File: src/rtl/ifu_fetch.sv
// Instruction fetch unit: holds the PC, issues one imem request at a time and
// hands each fetched word to decode over a valid/ready handshake.
module ifu_fetch #(
   parameter logic [31:0] RESET_PC = 32'h8000_0000
) (
   input  logic        clk,
   input  logic        rst,
   output logic        imem_req_valid,
   input  logic        imem_req_ready,
   output logic [31:0] imem_req_addr,
   input  logic        imem_rsp_valid,
   input  logic [31:0] imem_rsp_data,
   input  logic        imem_rsp_err,
   output logic        out_valid,
   input  logic        out_ready,
   output logic [31:0] out_inst,
   output logic [31:0] out_pc,
   output logic [31:0] out_snpc,
   output logic        out_fault,
   input  logic        redirect_valid,
   input  logic [31:0] redirect_pc,
   input  logic        halt,
   output logic        halted,
   output logic [31:0] fetch_cnt
);

   typedef enum logic [2:0] {BOOT, REQ, WAIT, DRAIN, HOLD, HALT} state_t;

   state_t      r_state;
   state_t      w_next;
   logic [31:0] r_pc;
   logic [31:0] r_inst;
   logic [31:0] r_out_pc;
   logic        r_fault;
   logic [31:0] r_cnt;
   logic        w_fire;
   logic        w_hs;
   logic [31:0] w_redir_pc;

   assign w_fire     = (r_state == REQ) && imem_req_ready;
   assign w_hs       = (r_state == HOLD) && out_ready;
   assign w_redir_pc = redirect_pc & ~32'h3;

   always_ff @(posedge clk or posedge rst) begin
      if (rst) r_state <= BOOT;
      else     r_state <= w_next;
   end

   always_comb begin
      w_next = r_state;
      case (r_state)
         BOOT:  w_next = REQ;
         REQ:   if (w_fire) w_next = redirect_valid ? DRAIN : WAIT;
         // A redirect racing the response discards it; otherwise it is still owed.
         WAIT: begin
            if (redirect_valid)      w_next = imem_rsp_valid ? REQ : DRAIN;
            else if (imem_rsp_valid) w_next = HOLD;
         end
         DRAIN: if (imem_rsp_valid) w_next = REQ;
         HOLD: begin
            if (w_hs)                w_next = (halt || r_fault) ? HALT : REQ;
            else if (redirect_valid) w_next = REQ;
         end
         HALT:    w_next = HALT;
         default: w_next = BOOT;
      endcase
   end

   always_ff @(posedge clk or posedge rst) begin
      if (rst) begin
         r_pc     <= RESET_PC;
         r_inst   <= '0;
         r_out_pc <= '0;
         r_fault  <= 1'b0;
         r_cnt    <= '0;
      end else begin
         case (r_state)
            REQ, DRAIN: if (redirect_valid) r_pc <= w_redir_pc;
            WAIT: begin
               if (redirect_valid) begin
                  r_pc <= w_redir_pc;
               end else if (imem_rsp_valid) begin
                  r_inst   <= imem_rsp_data;
                  r_out_pc <= r_pc;
                  r_fault  <= imem_rsp_err;
               end
            end
            HOLD: begin
               if (w_hs) begin
                  r_pc  <= redirect_valid ? w_redir_pc : r_pc + 32'd4;
                  r_cnt <= r_cnt + 32'd1;
               end else if (redirect_valid) begin
                  r_pc <= w_redir_pc;
               end
            end
            default: ;
         endcase
      end
   end

   always_comb begin
      imem_req_valid = (r_state == REQ);
      imem_req_addr  = (r_state == BOOT) ? '0 : r_pc;
      out_valid      = (r_state == HOLD);
      out_inst       = r_inst;
      out_pc         = r_out_pc;
      out_snpc       = (r_state == BOOT) ? '0 : r_out_pc + 32'd4;
      out_fault      = r_fault;
      halted         = (r_state == HALT);
      fetch_cnt      = r_cnt;
   end

endmodule

File: config.mk
export PLATFORM = sky130hd
export DESIGN_NAME = ifu_fetch
export DESIGN_NICKNAME = d
export VERILOG_FILES = /design/src/rtl/ifu_fetch.sv
export SDC_FILE = /design/constraint.sdc
export NUM_CORES = 1
export LEC_CHECK = 0
export ABC_AREA = 1
export BUFFER_PORTS_ARGS = -buffer_cell sky130_fd_sc_hd__buf_2
export CAP_MARGIN = 5
export CORE_UTILIZATION = 41
export DETAILED_ROUTE_END_ITERATION = 12
export HOLD_SLACK_MARGIN = 0.1
export PLACE_DENSITY = 0.75
export SETUP_SLACK_MARGIN = 0.2
export SLEW_MARGIN = 20
export SYNTH_ARGS = -nofsm -noshare
export SYNTH_HDL_FRONTEND = slang
export SYNTH_SLANG_ARGS = --single-unit
File: constraint.sdc
create_clock -name clk -period 8.76 [get_ports clk]
set_input_delay 1.314 -clock clk [delete_from_list [all_inputs] [get_ports clk]]
set_output_delay 1.314 -clock clk [all_outputs]
set_load 0.1 [all_outputs]
### Word-level counts from Yosys, hierarchy flattened

Cells that the tools add are included.

* latch bits: 0
* ROM bits: 0
* output and inout bits: 164
* word-level logic and storage cells: 44
* flip-flop bits (word level): 132
* input port bits: 72
* memories kept: 0
* RAM bits: 0

* multipliers: 0
* mux-type cells: 16
* magnitude comparators: 0
* reduce and logical (&&, ||, !) cells: 9
* equality and inequality tests: 9
* div/mod/pow operators: 0
* shift-type cells: 0
* $add $sub $neg: 3
* bitwise logic cells: 1

Operators with widths (count)
* 32-bit two-way mux: 5
* 32-bit by 3-bit adder with 32-bit output (second input constant): 2
* 32-bit one-hot mux with 2 select lines: 1
* 32-bit by 1-bit adder with 32-bit output (second input constant): 1
* 3-bit two-way mux: 7
* 3-bit one-hot mux with 6 select lines: 1
* 3-bit by 2-bit == test with 1-bit output (second input constant): 2
* 3-bit == test (second input constant): 2
* 4-bit AND reduction: 1
* 3-bit by 1-bit == test with 1-bit output (second input constant): 1
* 3-bit logical NOT: 1
* 3-bit by 1-bit inequality test with 1-bit output (second input constant): 1
* 3-bit inequality test (second input constant): 1
* 3-bit AND reduction: 1
* 3-bit OR reduction: 1
* 1-bit logical AND: 2
* 2-bit two-way mux: 1
* 2-bit by 1-bit inequality test with 1-bit output (second input constant): 1
* 2-bit inequality test (second input constant): 1
* 2-bit AND reduction: 1
* 2-bit nonzero test: 1
* 1-bit logical OR: 1
* 1-bit two-way mux: 1
* 1-bit inverter: 1

### Longest topological paths before layout

Gate-level depths: netlist of run 1.

* word-level depth: 4
* mapped depth: 11
* mapped depth without buffers: 11

### Worst setup path before layout of run 1

OpenSTA, ideal clock, no wires.

* path kind: register -> output
* start point: register r_out_pc[2], in the netlist out_pc[2]
* end point: output out_snpc[9]
* required time: 7.446 ns
* setup slack: 3.795 ns
* stages on the path, launching flop included: 5
* buffers on the path: 0
* arrival time: 3.651 ns
* cells stage by stage: dfrtp_1 > inv_1 > nor3_1 > a21oi_1 > nor3_1

* longest elaborated chain between the ends: 2

RTL lines
* start, declared: RTL line 33 `logic [31:0] r_out_pc;`
* start signal, assigned: RTL line 84 `r_out_pc <= r_pc;`
* 32-bit by 3-bit adder with 32-bit output: RTL line 107 `out_snpc = (r_state == BOOT) ? '0 : r_out_pc + 32'd4;`
* 32-bit two-way mux: RTL line 107
* end, declared: RTL line 18 `output logic [31:0] out_snpc,`

Every way passes these cells.

### Worst setup path after layout of run 1

* start point: register r_state[1]
* end point: output out_snpc[10]

* longest elaborated chain between the ends: 2

RTL lines
* start, declared: RTL line 29 `state_t r_state;`
* start signal, assigned: RTL line 46 `else r_state <= w_next;`
* 3-bit logical NOT: RTL line 107
* 32-bit two-way mux: RTL line 107

Every way passes these cells.

==> flow_summary.ini, run 1 <==
[global_route]
grt_max_degree = 89
antenna_found_initial = 4
grt_first_pass_wirelength_mm = 37.58
grt_overflow_total = 0
grtUsageTotal_pct = 24.11
grt_pass1_vias = 7297

[detailed_routing]
wl_met1_mm = 10.44
wl_per_cell_um = 15.31
route.met3.wl_mm = 1.713
vias = 7810
drcViolationCount = 0
viasPerCell = 5.013
top_layer = met5
firstDrtPassIters = 5
totalWireLength_mm = 23.85
met2_length_mm = 11.13
ant_nets = 0
drt_iter0_drc = 393

[floorplanning]
io_pins = 236
num_rows = 50
dieWidth_um = 141.3
dieArea_mm2 = 0.01996
start_util_pct = 42.24
core_region_area_mm2 = 0.01883
die_h_um = 141.3

[cts]
postCtsSetupRepairBufs = 0
numCtsBuffers = 17
cts-resized-gates = 0
clockBufferDepth = 2
path_clk_slew_ns = 0.06
ctsHoldBuffers = 0
htreeDepth = 4
cts_tree = built
clock-sinks = 132
cts-root-buf = clkbuf_16
clk_latency_ns = 0.42

[synthesis]
ys_types = 41
synth.net_count = 1135
yosysSeqAreaShare_pct = 41.54
netlist_area_mm2 = 0.007954
synthXorXnorAreaFrac_pct = 4.955
synth.area.mux_share_pct = 6.229
synth_simple_gate_area_share_pct = 31.74
yosysTopAreaCell = dfrtp_1
ys_ff_latch = 132
synth_top_family_by_area = simple AND/OR/NAND/NOR gates
synth-compound-area-share_pct = 7.252
synthCells = 1060
synthAdderAreaFrac_pct = 0.4719
yosys.area.top_type_share_pct = 41.21
syn_area_per_cell_um2 = 7.504
synth.area.top_cells = dfrtp_1 41%, nand2_1 13%, nor2_1 8.4%, mux2_4 6.2%, inv_1 5.2%
yosys_warnings = 0

[placement]
dp_cells = 1525
hpwl_mm = 17.66
place_congestion = 0.9131
placed_cell_area_mm2 = 0.009298
port-buffer-count = 233

[final_layout]
nNetsFinal = 1359
layout_common_cells = 274 x nand2_1, 233 x buf_2, 176 x nor2_1, 131 x dfrtp_1, 109 x inv_1
stdcell_area_mm2 = 0.009881
layout_commonest_cell = nand2_1
area_growth_pct = 24.23
layout-drive-gt1-share_pct = 25.13
stdcell_count = 1558

[setup_path]
critPathKind = flop to output port
cp-start-kind = flop
reg2regPathDepth = 7
cp.required_ns = 7.45
worstSetupEndpointType = output port
critPathMaxFanout = 60
critPathArrivalTime_ns = 2.54

[hold_path]
worstHoldPathCells = 1
hp-class = flop to flop

[timing]
setup_viol = 0
post-route-period-util_pct = 43.98
slew_headroom_pct = 35.08
fmax_mhz = 259.5
setup_tns_ns = 0
hold_viol_final = 0
rsz0062_at_grt = no
period_needed_ns = 3.853
tightest_slew_ns = 0.9738
whs_ns = 0.4740
clock_skew_ns = 0.008691
maxSlewViolCount = 0

[run]
maxCapViolCount = 0

[run_status]
status = completed
-- logic make-up after synthesis --
family                   count (synthesis)
XOR/XNOR                                45
adder cells (fa/ha/maj)                  3
AO/OA/AOI/OAI                          108
multiplexers                            33
AND/OR/NAND/NOR                        593
flip-flops                             132
buffers and inverters                  146
-- flip-flops by register name (all words and copies together) (netlist names) --
name	cells
out_fault	1
r_state	3
out_pc	32
fetch_cnt	32
r_pc	32
out_inst	32
-- cell type report --
class	instances	area, µm²
Clock buffer	18	429.2
Sequential cell	132	3304
Multi-Input combinational cell	782	4041
Fill cell	1839	8950
Clock inverter	14	151.4
Inverter	114	430.4
Antenna cell	1	2.502
Tap cell	260	325.3
Timing Repair Buffer	237	1196
-- through the flow --
| stage | util, % | setup slack [ns] |
|---|---|---|
| after floorplan | - | 3.795 |
| after global placement | 49.38 | 5.012 |
| after detailed placement | 49.38 | 4.934 |
| after CTS | 52.46 | 4.900 |
| after global routing | 52.46 | 4.793 |
| final | 52.47 | 4.907 |
-- Yosys cell counts (all sizes together) --
library cell	number
nor3b	2
inv	113
o221a	1
a211oi	1
a22oi	1
o21ai	79
mux2	33
buf	21
o31ai	4
a21oi	13
or3	1
o211ai	2
o21bai	1
nand3	63
and3	2
dfstp	1
nand4	18
o22ai	4
nor3	39
nand2	279
xnor2	22
xor2	23
ha	3
clkbuf	11
and2	1
a31oi	2
nor2	186
dfrtp	131
clkinv	1
nand3b	2
-- worst paths after layout --
check	startpoint	endpoint	slack [ns]
max reg2reg	r_state[2]	r_pc[22]	6.20
max in group asynchronous	rst	out_pc[7]	6.28
max	r_state[1]	out_snpc[10]	4.91
min reg2reg	fetch_cnt[31]	fetch_cnt[31]	0.47
min	fetch_cnt[31]	fetch_cnt[31]	0.47
min in group asynchronous	rst	out_inst[22]	1.03
-- critical path, stage by stage, from the launching register on --
cell,delay (ns)
dfrtp_1,0.44
inv_1,0.13
nand2_2,0.10
nor2_4,0.08
buf_4,0.51
inv_1,0.22
o21ai_0,0.15
a22oi_1,0.12
buf_2,0.31
-- per-layer routing --
metal	global-route usage, %	up-vias
li1	-	3838
met1	30.88	3620
met2	39.45	300
met3	6.581	46
met4	7.838	6
met5	0	-
Power of run 1 is left out: the tool's default activity adds up to more than one toggle a clock period on the data nets, which glitch-free logic cannot reach.
==> inputs of run 2 (changes only) <==
Clock period 8.76 ns to 4 ns, I/O delays scaled along.
==> run 2 against run 1 <==
Effect of this change:
- first-iteration DRC count is 4.3% lower
- final cell count is 0.39% higher
- die area stayed put
- critical path type unchanged
==> flow_summary.ini, run 2 (synthesis results as in run 1) <==
[global_route]
grt_pass1_vias = 7312
grtUsageTotal_pct = 24.30
grt_first_pass_wirelength_mm = 37.63
antenna_found_initial = 6
grt_max_degree = 62
grt_overflow_total = 0

[detailed_routing]
ant_nets = 0
firstDrtPassIters = 5
totalWireLength_mm = 23.94
vias = 7854
drt_iter0_drc = 376
drcViolationCount = 0
viasPerCell = 5.022
wl_per_cell_um = 15.31

[setup_path]
cp-startpoint = out_pc[2]
critPathKind = flop to output port
critPathArrivalTime_ns = 2.50
cp_cell_sequence = inv_1 > nor3_1 > inv_1 > nor2_1 > nand2_1 > xor2_1 > nor2_1 > buf_2
r2r_start = r_state[2]
cp-start-kind = flop
cp.required_ns = 3.40
critPathMaxFanout = 6
max_stage_delay_ns = 0.47
critPathTopFamily = simple AND/OR/NAND/NOR gates
worstSetupEndpointType = output port
cp_slowest_cell = dfrtp_1
path_buf_inv = 3

[cts]
clk_latency_ns = 0.42
cts-resized-gates = 0
cts-root-buf = clkbuf_16
cts_tree = built
numCtsBuffers = 17
clock-sinks = 132
ctsHoldBuffers = 0
clockBufferDepth = 2
postCtsSetupRepairBufs = 0
path_clk_slew_ns = 0.06
htreeDepth = 4

[placement]
port-buffer-count = 233
place_congestion = 0.9493
hpwl_mm = 18.18

[timing]
slew_headroom_pct = 40.97
maxSlewViolCount = 0
setup_viol = 0
post-route-period-util_pct = 77.53
hold_viol_final = 0
tightest_slew_ns = 0.8854
period_needed_ns = 3.101
clock_skew_ns = 0.008487
rsz0062_at_grt = no
setup_tns_ns = 0
fmax_mhz = 322.5

[floorplanning]
core_region_area_mm2 = 0.01883
die_h_um = 141.3
dieWidth_um = 141.3
start_util_pct = 42.24
dieArea_mm2 = 0.01996
io_pins = 236
num_rows = 50

[final_layout]
layout_common_cells = 274 x nand2_1, 233 x buf_2, 175 x nor2_1, 131 x dfrtp_1, 109 x inv_1
fill_cells = 1836
layout_commonest_cell = nand2_1
area_growth_pct = 24.96
layout-drive-gt1-share_pct = 25.56
nNetsFinal = 1365
finalCoreUtilization_pct = 52.78

[run]
maxCapViolCount = 0

[hold_path]
hp-class = primary input to async pin

[run_status]
status = completed
==> run 2: cell types whose count changed in the layout (fill, tap and decap cells not counted), moves of 2 or more <==
cell	previous run	this run
clkinv_2	3	0
clkinvlp_4	2	4
clkinv_4	3	5
buf_4	4	10
==> run 2: layer usage <==
| metal | GRT usage [%] | up-vias | share of wire (%) |
|---|---|---|---|
| li1 | - | 3844 | - |
| met1 | 30.68 | 3641 | 43 |
| met2 | 39.86 | 308 | 47 |
| met3 | 5.940 | 51 | 7.4 |
| met4 | 10.01 | 10 | 2.5 |
| met5 | 0 | - | 0.25 |
==> run 2: worst min-delay path, cell delays in order <==
cell        delay [ns]
buf_2             0.11
clkinvlp_4        0.07
buf_4             0.41
==> run 2: path summary, 6_finish.rpt <==
check                                 to  slack (ns)  cells past startpoint
max                         out_snpc[29]        0.90                      8
min                            out_pc[0]        0.34                      3
max reg2reg                     r_pc[21]        1.58                      8
min reg2reg                fetch_cnt[31]        0.47                      1
max in group asynchronous     out_pc[27]        3.09                      3
min in group clk            out_inst[13]        0.40                      2
==> run 2: cell type report <==
cell class / count / area [µm²] / share of cell area, %
diodes: 1 / 2.502 / 0.02518
clock buffers: 19 / 432.9 / 4.355
clock inverters: 13 / 152.6 / 1.536
inverters: 114 / 431.7 / 4.343
multi-input cells: 782 / 4049 / 40.74
flip-flops and latches: 132 / 3304 / 33.25
well taps: 260 / 325.3 / 3.273
repair buffers: 243 / 1241 / 12.49
==> run 2: per-stage QoR <==
step           setup slack, ns  instances  area [µm²]  hold WS, ns
3_3_place_gp             1.370       1531        9351       0.4673
4_1_cts                 0.8830       1563        9937       0.3528
6_report                0.8990       1564        9940       0.3442
5_1_grt                 0.7530       1564        9940       0.3744
3_5_place_dp             1.336       1531        9351       0.4579
2_1_floorplan           0.1955       1060        7965       0.4549
Power of run 2 is left out for the same reason.
